[config.mk]
export PLATFORM = sky130hd
export DESIGN_NAME = vec_addr_gen
export DESIGN_NICKNAME = d
export VERILOG_FILES = /design/src/rtl/vec_addr_gen.sv
export SDC_FILE = /design/constraint.sdc
export NUM_CORES = 1
export LEC_CHECK = 0
export ABC_AREA = 1
export CORE_ASPECT_RATIO = 2
export CORE_MARGIN = 3
export CORE_UTILIZATION = 37
export CTS_CLUSTER_DIAMETER = 80
export DETAILED_ROUTE_END_ITERATION = 7
export HOLD_SLACK_MARGIN = 0.08
export MAX_ROUTING_LAYER = met4
export PLACE_DENSITY = 0.65
export SYNTH_ARGS = -nofsm -noshare
export SYNTH_HDL_FRONTEND = slang
export SYNTH_SLANG_ARGS = --single-unit
[constraint.sdc]
create_clock -name Clk1 -period 1.8 [get_ports Clk1]
set_clock_uncertainty 0.2 [all_clocks]
set_input_delay 0.36 -clock Clk1 [delete_from_list [all_inputs] [get_ports Clk1]]
set_output_delay 0.36 -clock Clk1 [all_outputs]
set_load 0.005 [all_outputs]
[src/rtl/vec_addr_gen.sv]
// vec_addr_gen: strided DRAM address generator for vector/burst memory ops.
// A start in IDLE loads addrBase + sext(imm_offset) and emits count+1 beats,
// advancing by the latched stride on each accepted (non-stalled) beat.
// setPC overrides everything: addr takes PC and any running sequence aborts.
// Build option: define VEC_ADDR_GEN_STRIDE_EN to use the signed stride port;
// when undefined the stride port is ignored and the increment is fixed at +1.

module vec_addr_gen #(
   parameter int unsigned ADDR_W = 16,
   parameter int unsigned OFF_W  = 6,
   parameter int unsigned INC_W  = 4,
   parameter int unsigned CNT_W  = 4
) (
   input  logic              Clk1,
   input  logic              Rst_n,
   input  logic              setPC,
   input  logic [ADDR_W-1:0] PC,
   input  logic              start,
   input  logic [ADDR_W-1:0] addrBase,
   input  logic [OFF_W-1:0]  imm_offset,
   input  logic [INC_W-1:0]  stride,
   input  logic [CNT_W-1:0]  count,
   input  logic              stall,
   output logic [ADDR_W-1:0] addr,
   output logic              addr_valid,
   output logic              busy,
   output logic              done
);

   localparam logic [0:0] IDLE = 1'b0;
   localparam logic [0:0] RUN  = 1'b1;

   logic [0:0]        state_q, state_d;
   logic [ADDR_W-1:0] addr_q, addr_d;
   logic [CNT_W-1:0]  remaining_q, remaining_d;
   logic              addr_valid_q, addr_valid_d;
   logic              done_q, done_d;

   logic [ADDR_W-1:0] off_ext;
   logic [ADDR_W-1:0] inc_ext;
   logic              beat_acc;

   assign off_ext = {{(ADDR_W-OFF_W){imm_offset[OFF_W-1]}}, imm_offset};

`ifdef VEC_ADDR_GEN_STRIDE_EN
   logic [INC_W-1:0] stride_q, stride_d;

   assign inc_ext = {{(ADDR_W-INC_W){stride_q[INC_W-1]}}, stride_q};
`else
   // Port kept for a stable instantiation footprint; its value is unused.
   logic unused_stride;

   assign unused_stride = ^stride;
   assign inc_ext       = ADDR_W'(1);
`endif

   // A beat leaves the block only while running, presented and not stalled.
   assign beat_acc = (state_q == RUN) && addr_valid_q && !stall;

   // Next-state logic: setPC first, then the IDLE/RUN sequencing.
   always_comb begin
      state_d      = state_q;
      addr_d       = addr_q;
      remaining_d  = remaining_q;
      addr_valid_d = addr_valid_q;
      done_d       = 1'b0;
`ifdef VEC_ADDR_GEN_STRIDE_EN
      stride_d     = stride_q;
`endif
      if (setPC) begin
         // Abort: a simultaneous start is dropped, no done pulse.
         addr_d       = PC;
         state_d      = IDLE;
         addr_valid_d = 1'b0;
      end else begin
         case (state_q)
            IDLE: begin
               addr_valid_d = 1'b0;
               if (start) begin
                  addr_d       = addrBase + off_ext;
                  remaining_d  = count;
                  state_d      = RUN;
                  addr_valid_d = 1'b1;
`ifdef VEC_ADDR_GEN_STRIDE_EN
                  stride_d     = stride;
`endif
               end
            end
            RUN: begin
               if (beat_acc) begin
                  if (remaining_q != '0) begin
                     addr_d      = addr_q + inc_ext;
                     remaining_d = remaining_q - CNT_W'(1);
                  end else begin
                     // Last beat: addr keeps the final address.
                     state_d      = IDLE;
                     addr_valid_d = 1'b0;
                     done_d       = 1'b1;
                  end
               end
            end
            default: begin
               state_d      = IDLE;
               addr_valid_d = 1'b0;
            end
         endcase
      end
   end

   // State registers with asynchronous active-low reset.
   always_ff @(posedge Clk1 or negedge Rst_n) begin
      if (!Rst_n) begin
         state_q      <= IDLE;
         addr_q       <= '0;
         remaining_q  <= '0;
         addr_valid_q <= 1'b0;
         done_q       <= 1'b0;
      end else begin
         state_q      <= state_d;
         addr_q       <= addr_d;
         remaining_q  <= remaining_d;
         addr_valid_q <= addr_valid_d;
         done_q       <= done_d;
      end
   end

`ifdef VEC_ADDR_GEN_STRIDE_EN
   // Latched stride, captured with start.
   always_ff @(posedge Clk1 or negedge Rst_n) begin
      if (!Rst_n) begin
         stride_q <= '0;
      end else begin
         stride_q <= stride_d;
      end
   end
`endif

   assign addr       = addr_q;
   assign addr_valid = addr_valid_q;
   assign busy       = (state_q == RUN);
   assign done       = done_q;

endmodule
After elaboration in Yosys (flattened, before gate mapping)
Index checks and enable logic that the tools add are counted.

word-level totals
  logic and storage cells = 46
  input bits = 51
  register bits = 23
  output and inout port bits = 19

operators by class
  muxes and demuxes = 22
  reduce and logical (&&, ||, !) cells = 7
  bitwise logic cells = 2
  add/subtract/negate cells = 3
  eq/ne operators = 7

operator list
  operator                                                            count
  16-bit 2-to-1 mux                                                   4
  16-bit one-hot mux with 2 select lines                              1
  16-bit by 1-bit adder with 16-bit output, second input constant     1
  16-bit adder                                                        1
  4-bit 2-to-1 mux                                                    3
  1-bit 2-to-1 mux                                                    11
  4-bit one-hot mux with 2 select lines                               1
  3-bit by 2-bit != test with 1-bit output, second input constant     2
  3-bit != test, second input constant                                2
  2-bit by 1-bit != test with 1-bit output, second input constant     2
  1-bit one-hot mux with 2 select lines                               2
  4-bit AND reduction                                                 1
  4-bit nonzero test                                                  1
  4-bit by 1-bit subtractor with 4-bit output, second input constant  1
  3-bit AND reduction                                                 1
  1-bit logical AND                                                   2
  2-bit != test, second input constant                                1
  1-bit inverter                                                      2
  2-bit AND reduction                                                 1
  1-bit zero test                                                     1

Logic depth before layout (Yosys ltp)
  depth in word-level cells = 5
  depth in mapped cells = 13
  gate-level depth less buffers = 13

Least setup slack after synthesis
OpenSTA, ideal clock, no wires.

  kind = input port to flip-flop
  start point = in addrBase[0]
  end point = reg addr_q[8] (netlist: addr[8])
  data required time = 1.474 ns
  library setup time = 0.126 ns
  stages = 10
  buffers on the path = 0
  data arrival time = 1.650 ns
  slack = -0.176 ns
  cell sequence = ha_1 fa_1 nand2_1 nand2_1 and2_1 a21oi_1 or2_2 nand3_1 nand2_1 o21ai_0

between the ends
  word-level cells in the longest chain between the ends = 4

RTL lines
  element                                 RTL line  source
  start, declared                         19        input logic [ADDR_W-1:0] addrBase,
  16-bit adder                            80        addr_d = addrBase + off_ext;
  16-bit 2-to-1 mux                       79        if (start) begin
  16-bit one-hot mux with 2 select lines  76        case (state_q)
  16-bit 2-to-1 mux                       70        if (setPC) begin
  end signal, assigned                    120       addr_q <= addr_d;
  end, declared                           34        logic [ADDR_W-1:0] addr_q, addr_d;

No other way between the ends. The select of a mux whose other input is x is not followed.
A chain may end at the register's enable or synchronous reset.

Final worst setup path
  start point = reg addr_q[3] (netlist: addr[3])
  end point = out addr[3]

RTL lines
  element        RTL line  source
  end, declared  24        output logic [ADDR_W-1:0] addr,

No word-level cell between the ends.

==> impl_metrics.tcl <==
set metrics [dict create \
    synth_area_leaders "dfrtp_1, nand2_1, ha_1" \
    row_count 42 \
    cts.clk_slew.worst_paths_ns 0.07 \
    synth_cells 426 \
    synthFlopType "dfrtp_1" \
    clock-sinks 23 \
    die_x_microns 64.6 \
    ys_types 38 \
    grt_max_degree 24 \
    num_antenna_cells 0 \
    fin_ws_ns 0.0247 \
    ant_nets 0 \
    synthTopCellsByCount "nand2_1, inv_1, nor2_1" \
    ys_seq_area_frac 0.226 \
    antenna_found_initial 0 \
    synthArstFlopShare 1.00 \
    syn-cell-area_sq_mm 0.00254 \
    min_period_over_period 0.986 \
    worstPathMaxFanout 5 \
    synth_xor_xnor_area_share 0.0241 \
    root_buffer "clkbuf_16" \
    synth_edf_count 0 \
    avgSynthCellArea_sq_um 5.97 \
    setup.worst_path.start_class "register" \
    grt_pass1_vias 3239 \
    power_density_mw_per_mm2 643 \
    max_stage_delay_ns 0.52 \
    irDropWorstVdd_v 0.000634 \
    timing.hold.ws_ns 0.255 \
    maxCapViolCount 0 \
    finalMaxSlewViolations 0 \
    hold_viol_final 0 \
    cts_tree "built" \
    grt_usage 0.245 \
    ios 70 \
    syn-num-nets 495 \
    gp_congestion 0.949 \
    synth_adder_area_share 0.0914 \
    crit_slowest_cell "clkdlybuf4s50_1" \
    critPathKind "reg -> out" \
    timing.critical_path.buf_inv 1 \
    start_util 0.381 \
    path_delay_family "buffers and inverters" \
    numCtsBuffers 3 \
    max_freq_ghz 0.563 \
    synth-compound-area-share 0.127 \
    area_delta_synth_final_pct 73.3 \
    dpl.hpwl_microns 7190 \
    vias 3242 \
    worst_pin_slew_ns 0.355 \
    drt_first_pass_iters 5 \
    place_ws_ns -0.712 \
    yosysTopAreaCellShare 0.226 \
    grt_overflow_total 0 \
    die_area_sq_mm 0.00797 \
    grt_pass1_wl_microns 14600 \
    drive_gt1_frac 0.364 \
    portBuffers 65 \
    synthMuxAreaShare 0 \
    ys_warn_count 0 \
    hold_class "in -> async" \
    synth_top_family_by_area "simple AND/OR/NAND/NOR gates" \
    cp-end-kind "primary output" \
    required_ns 1.24 \
    synthSimpleGateAreaFrac 0.421 \
    drt-total-wl_microns 9480 \
    crit_chain "clkdlybuf4s50_1" \
    cp.arrival_ns 1.22 \
    fin_crit_ns 1.78 \
    yosysMostFrequentCell "nand2_1" \
    vias_per_cell 5.00 \
    yosysTopAreaCell "dfrtp_1" \
    max-slew-margin-rel 0.761 \
    die_h_microns 123 \
    outcome "completed" \
    clk_latency_ns 0.27 \
    ys_ff_latch 23 \
    leakagePower_nw 2.17 \
    drc 0 \
    final_nets 631 \
    setup_violations 0 \
    coreArea_sq_mm 0.00667 \
    drtIter0Drc 139 \
    grt_setup_unrepaired "yes" \
    fillCellCount 631 \
    routedWlPerCell_microns 14.6 \
    totalPowerFinal_mw 2.83 \
    htreeDepth 1 \
    cts_buffer_depth 2 \
]
==> per-stage QoR <==
step / utilization / TNS (ns) / area [sq um] / cells
finish: 0.661 / 0 / 4410 / 649
floorplan: - / -0.0450 / 2570 / 426
detailed placement: 0.551 / -9.23 / 3670 / 622
CTS: 0.612 / 0 / 4090 / 636
global placement: 0.551 / -8.81 / 3670 / 622
global route: 0.661 / -0.253 / 4410 / 649
==> final timing paths <==
path                       startpoint  slack (ns)             end  cells after the start
max                           addr[3]        0.02         addr[3]                      1
min                             Rst_n        0.25  remaining_q[0]                      2
max reg2reg                   addr[0]        0.07        addr[12]                      8
min reg2reg                  addr[14]        0.33        addr[14]                      2
max in group asynchronous       Rst_n        0.87            busy                      2
min in group Clk1            addr[14]        0.33        addr[14]                      2
==> power by group <==
group | switching [mW] | internal (mW)
sequential | 0.103 | 0.629
clock | 0.200 | 0.300
combinational | 0.811 | 0.791
==> metal layers <==
layer,track usage,wire length (microns),up-vias
li1,-,-,1621
met1,0.221,3160,1488
met2,0.476,5420,102
met3,0.0164,335,31
met4,0.160,559,0
met5,-,0,-
==> cell usage in the layout (no fill, tap or decap), drive strengths merged <==
master and instances:
clkinv 2, clkdlybuf4s15 2, clkbuf 10, dfrtp 23, a22oi 1, ha 17, a21o 1, nand2 154
clkdlybuf4s50 39, nand4 5, or2 5, nand3b 2, dlygate4sd2 9, inv 58, buf 78, dlymetal6s2s 4
a21oi 25, nor3 4, o211ai 3, o22ai 1, nand3 32, a31oi 3, a41oi 1, xor2 3
o21bai 1, and2 1, fa 1, nor2 51, xnor2 4, o21ai 21
==> sequential cells by signal (all words and copies together), names as in the netlist <==
name,count
addr,16
remaining_q,4
addr_valid,1
busy,1
done,1
==> area by class of cell <==
type / instances / area, sq um / share of cell area
clock inverters: 1 / 5.00 / 0.00114
well taps: 88 / 110 / 0.0250
clock buffers: 3 / 75.1 / 0.0170
flip-flops and latches: 23 / 589 / 0.134
repair buffers: 139 / 1210 / 0.276
multi-input cells: 336 / 2190 / 0.496
inverters: 59 / 229 / 0.0519
==> repair_timing <==
item                       in CTS  in global routing
setup endpoints to repair      27                 22
gates resized for setup       100                 84
buffers inserted                9                 13
pin swaps                      35                 42
hold buffers                    0                  0
gates cloned                    1                  0
==> cells by family (layout without fill, tap and decap cells) <==
group                      Yosys count  in the layout
and+or+nand+nor                    254            254
DFF                                 23             23
buffers and inverters               67            202
adders and majority gates           18             18
AOI/OAI and AO/OA                   57             57
xor gates and xnor gates             7              7
Note: power is estimated with default switching activity, not from simulation.
==> RTL edit 1: new RTL, config.mk and constraints unchanged <==
Set the parameter `ADDR_W` to 15 (it was 16).
--- a/src/rtl/vec_addr_gen.sv
+++ b/src/rtl/vec_addr_gen.sv
@@ -7,5 +7,5 @@
 
 module vec_addr_gen #(
-   parameter int unsigned ADDR_W = 16,
+   parameter int unsigned ADDR_W = 15,
    parameter int unsigned OFF_W  = 6,
    parameter int unsigned INC_W  = 4,
Interface: changed (resized PC, addr and addrBase); port bits go from 70 to 67. The function was not compared with the original's and may differ.
==> RTL edit 1 against the original RTL <==
The flow now finishes with violations (negative setup slack). Highest routed layer unchanged. Critical endpoint is now addr[8]. Design area fell by 10%. Sequential cell count down 1. Total power down 11%. Area after synthesis decreased by 6.5%. Synthesized cell count is 7.3% lower. Worst setup slack lost 47 ps. Die area shrank 6.1%. Wire length decreased by 14%. Largest cell class unchanged. Cell count fell by 8.6%.
==> RTL edit 1: results <==
{
  "p_seq_uw": 706,
  "setup_ws_ps": -22.7,
  "setup_tns_ps": -49.0,
  "drt_iter0_drc": 156,
  "drtPass1Iterations": 4,
  "cts-root-buf": "clkbuf_16",
  "crit_slowest_cell": "clkdlybuf4s50_1",
  "stdcell_count": 593,
  "worstMarginPinSlew_ps": 310,
  "numCtsBuffers": 3,
  "outcome": "complete, but fails checks",
  "viasPerCell": 4.98,
  "cp_max_fo": 6,
  "crit_path_start": "addr[8]$_DFFE_PN0P_",
  "fill_cells": 575,
  "synth_fa_ha_area_share_pct": 9.26,
  "synth_nets": 461,
  "synthCells": 395,
  "grt_pass1_vias": 2882,
  "placed_cell_area_mm2": 0.00344,
  "post-place-ws_ps": -811,
  "synthTopCellsByCount": "nand2_1, inv_1, nor2_1, nand3_1, o21ai_0",
  "use_met3_pct": 1.79,
  "final_layout_size_suffix_gt1_share_pct": 28.9,
  "ff2ff_path_depth": 11,
  "synth-xor-area-share_pct": 1.47,
  "p_int_mw": 1.56,
  "synth_area_leaders": "dfrtp_1, nand2_1, inv_1",
  "wl_met3_um": 234,
  "p_comb_share_pct": 53.2,
  "track_usage_pct": 22.5,
  "gp_congestion": 0.872,
  "grt_pass1_wl_mm": 13.1,
  "synth_compound_gate_area_share_pct": 13.9,
  "portBuffers": 62,
  "ys_types": 33,
  "setup_viol": 3,
  "met2_usage_pct": 44.8,
  "vdd_drop_max_uv": 577,
  "total_power_mw": 2.53,
  "drt_wl_total_mm": 8.20,
  "critPathMaxStageDelay_ps": 540,
  "grt_use_met1_pct": 21.9,
  "leakagePower_nw": 1.97,
  "wl_met1_mm": 2.99,
  "ys_seq_area_share_pct": 23.1,
  "cp-endpoint": "addr[8]",
  "worstPathArrival_ps": 1260,
  "yosys_warnings": 0,
  "wl_met2_mm": 4.82,
  "largest_reg_flops": 15,
  "hpwlAfterDp_mm": 6.40,
  "grt_max_degree": 23,
  "violations": "negative setup slack",
  "place_inst": 579
}
==> RTL edit 1: cell count changes after synthesis, moves of 3 or more <==
| cell | unedited run | this run |
|---|---|---|
| a21oi_1 | 23 | 19 |
| buf_2 | 2 | 5 |
| clkbuf_1 | 3 | 0 |
| inv_1 | 55 | 59 |
| nand2_1 | 151 | 126 |
| nand3_1 | 30 | 38 |
| nor2_1 | 49 | 41 |
| nor2_2 | 1 | 4 |
| o21ai_0 | 20 | 24 |
| or2_2 | 4 | 0 |
| xnor2_1 | 4 | 1 |
==> RTL edit 1: worst min path at each step <==
stage / startpoint / endpoint / slack, ps / depth (start not counted)
finish: Rst_n / addr_valid$_DFFE_PN0P_ / 250 / 2
global route: Rst_n / addr_valid$_DFFE_PN0P_ / 280 / 2
CTS: Rst_n / busy$_DFF_PN0_ / 270 / 2
detailed placement: remaining_q[2]$_DFFE_PN0P_ / remaining_q[2]$_DFFE_PN0P_ / 290 / 1
global placement: remaining_q[2]$_DFFE_PN0P_ / remaining_q[2]$_DFFE_PN0P_ / 290 / 1
floorplan: Rst_n / addr[0]$_DFFE_PN0P_ / -140 / 0
==> RTL edit 1: timing repair <==
| action | 4_1_cts | 5_1_grt |
|---|---|---|
| cloned | 1 | 0 |
| pin swaps | 25 | 22 |
| hold buffers | 0 | 0 |
| endpoints found under the hold margin | 0 | 0 |
| gates resized for setup | 85 | 49 |
| setup buffers | 4 | 6 |
| endpoints found under the setup margin | 16 | 27 |
==> RTL edit 1: layout make-up <==
| type | instances | area, µm² | share of cell area [%] |
|---|---|---|---|
| multi-input cells | 304 | 1910 | 48.3 |
| repair buffers | 119 | 1080 | 27.4 |
| flip-flops and latches | 22 | 554 | 14.0 |
| inverters | 61 | 231 | 5.84 |
| well taps | 84 | 105 | 2.65 |
| clock buffers | 3 | 75.1 | 1.89 |
==> RTL edit 2: new RTL, config.mk and constraints unchanged <==
Made on the original files. Add an input register stage for `imm_offset`; this delays it by one clock. The other inputs are not delayed to match.
--- a/src/rtl/vec_addr_gen.sv
+++ b/src/rtl/vec_addr_gen.sv
@@ -31,4 +31,10 @@
    localparam logic [0:0] RUN  = 1'b1;
 
+   logic [OFF_W-1:0] imm_offset_q;
+
+   always_ff @(posedge Clk1) begin
+      imm_offset_q <= imm_offset;
+   end
+
    logic [0:0]        state_q, state_d;
    logic [ADDR_W-1:0] addr_q, addr_d;
@@ -41,5 +47,5 @@
    logic              beat_acc;
 
-   assign off_ext = {{(ADDR_W-OFF_W){imm_offset[OFF_W-1]}}, imm_offset};
+   assign off_ext = {{(ADDR_W-OFF_W){imm_offset_q[OFF_W-1]}}, imm_offset_q};
 
 `ifdef VEC_ADDR_GEN_STRIDE_EN
Behaviour: not the same (Yosys sat finds a counterexample within 4 cycles, from zero or initial values and one cycle with Rst_n low).
==> RTL edit 2 against the original RTL <==
The flow now finishes with violations (negative setup slack). Area after synthesis up 4.3%. Wire length down 3.3%. Total power up 13%. Sequential cell count is 6 higher. Worst hold slack worse by 18 ps. Design area increased by 0.68%. Core utilization shrank 2.1 points. Sequential share of layout area rose by 2.6 points. Worst setup slack lost 140 ps. Combinational power fell by 8%. Critical path depth is 11 higher. Count of clock-buffer cells in the layout up 5. Critical path type is now reg -> reg.
==> RTL edit 2: results <==
{
  "outcome": "complete, but fails checks",
  "violations": "negative setup slack",
  "grt_max_degree": 24,
  "cts-root-buf": "clkbuf_16",
  "clk_latency_ps": 280,
  "ff2ff_path_depth": 12,
  "ys_seq_area_share_pct": 26.2,
  "use_met3_pct": 2.77,
  "hpwlAfterDp_mm": 6.85,
  "vias": 3216,
  "worstPathArrival_ps": 1890,
  "cp_max_fo": 5,
  "path_clk_slew_ps": 50,
  "antenna_found_initial": 0,
  "cts_buffer_depth": 2,
  "place_inst": 620,
  "leakagePower_nw": 2.15,
  "synthArstFlopShare_pct": 79.3,
  "met2_usage_pct": 44.4,
  "yosys_warnings": 0,
  "overflow": 0,
  "hp-class": "in -> async",
  "gp_congestion": 0.927,
  "final_layout_size_suffix_gt1_share_pct": 30.7,
  "ys_types": 37,
  "drt_iter0_drc": 153,
  "end_kind": "register",
  "grt_use_met1_pct": 22.7,
  "n_antenna_cell": 0,
  "cts_htree_levels": 2,
  "synth_area_leaders": "nand2_1, dfrtp_1, ha_1",
  "stdcell_count": 644,
  "setup_ws_ps": -116,
  "drtPass1Iterations": 5,
  "fill_cells": 602,
  "synthCells": 433,
  "portBuffers": 65,
  "slew_headroom_pct": 79.1,
  "grt_pass1_vias": 3258,
  "setup_viol": 15,
  "track_usage_pct": 23.9,
  "synthTopCellsByCount": "nand2_1, inv_1, nor2_1, nand3_1, a21oi_1",
  "synth_nets": 502,
  "synth_mux_area_share_pct": 0,
  "largest_reg_flops": 16,
  "placed_cell_area_mm2": 0.00370,
  "numCtsBuffers": 5,
  "drt_wl_total_mm": 9.17,
  "synth-xor-area-share_pct": 2.31,
  "synth_fa_ha_area_share_pct": 8.77,
  "synth_compound_gate_area_share_pct": 11.7,
  "finalWorstPathRequiredPeriod_ps": 1920,
  "vdd_drop_max_uv": 834,
  "synth_ff_type": "dfrtp_1",
  "grt_pass1_wl_mm": 14.9
}
==> RTL edit 2: worst paths after layout <==
path	from	to	slack, ps
min in group Clk1	imm_offset[2]	imm_offset_q[2]$_DFF_P_	320
max reg2reg	imm_offset_q[5]$_DFF_P_	addr[13]$_DFFE_PN0P_	-120
max	imm_offset_q[5]$_DFF_P_	addr[13]$_DFFE_PN0P_	-120
max in group asynchronous	Rst_n	busy$_DFF_PN0_	900
min	Rst_n	addr[13]$_DFFE_PN0P_	240
min reg2reg	addr[15]$_DFFE_PN0P_	addr[15]$_DFFE_PN0P_	340
==> RTL edit 2: timing repair <==
item,CTS,global route
endpoints found under the hold margin,0,0
pin swaps,32,30
resized for setup,92,44
gates cloned,0,1
hold buffers,0,0
setup endpoints to repair,28,27
buffers inserted,12,4
==> RTL edit 2: where the power goes <==
part           switching [mW]  internal (mW)  leakage [nW]
sequential              0.118          0.765         0.324
combinational           0.750          0.727          1.75
clock                   0.285          0.550        0.0712
==> RTL edit 2: cell families (layout without fill, tap and decap cells) <==
family / count (synthesis) / count (layout)
simple gates: 255 / 255
xor+xnor: 7 / 7
fa+ha+maj: 18 / 18
buf+inv: 67 / 188
compound gates: 57 / 57
flops: 29 / 29
==> RTL edit 2: cell type report <==
cell class	instances	area [µm²]	area share, %
clock buffers	8	146	3.30
inverters	59	231	5.21
multi-input cells	337	2130	47.9
flip-flops and latches	29	707	15.9
well taps	90	113	2.54
repair buffers	121	1110	25.1
==> RTL edit 2: per-stage QoR <==
stage / power, mW / hold slack (ps) / utilization [%] / setup TNS, ps / worst slack [ps]
after global placement: 2.07 / 333 / 53.3 / -7840 / -628
after global routing: 3.43 / 263 / 64.0 / -2120 / -231
final: 3.20 / 237 / 64.0 / -840 / -116
after detailed placement: 2.10 / 328 / 53.3 / -8330 / -647
after CTS: 3.11 / 249 / 61.1 / -923 / -125
after floorplan: 1.51 / -136 / - / -26.9 / -26.9
==> RTL edit 2: worst max-delay path: stages (launching register included) <==
cell and delay, ps:
dfxtp_4 420, buf_8 160, ha_4 220, nand2_2 80
inv_4 50, nand2_1 70, nand2_2 90, a21oi_2 180
nand3_1 90, nand3_1 90, nand2_1 50, nand2_1 60
nand2_1 40
==> RTL edit 2: metal layers <==
metal	wire, µm	part of all wire (%)
met1	3100	34
met2	5160	56
met3	397	4.3
met4	513	5.6
met5	0	0
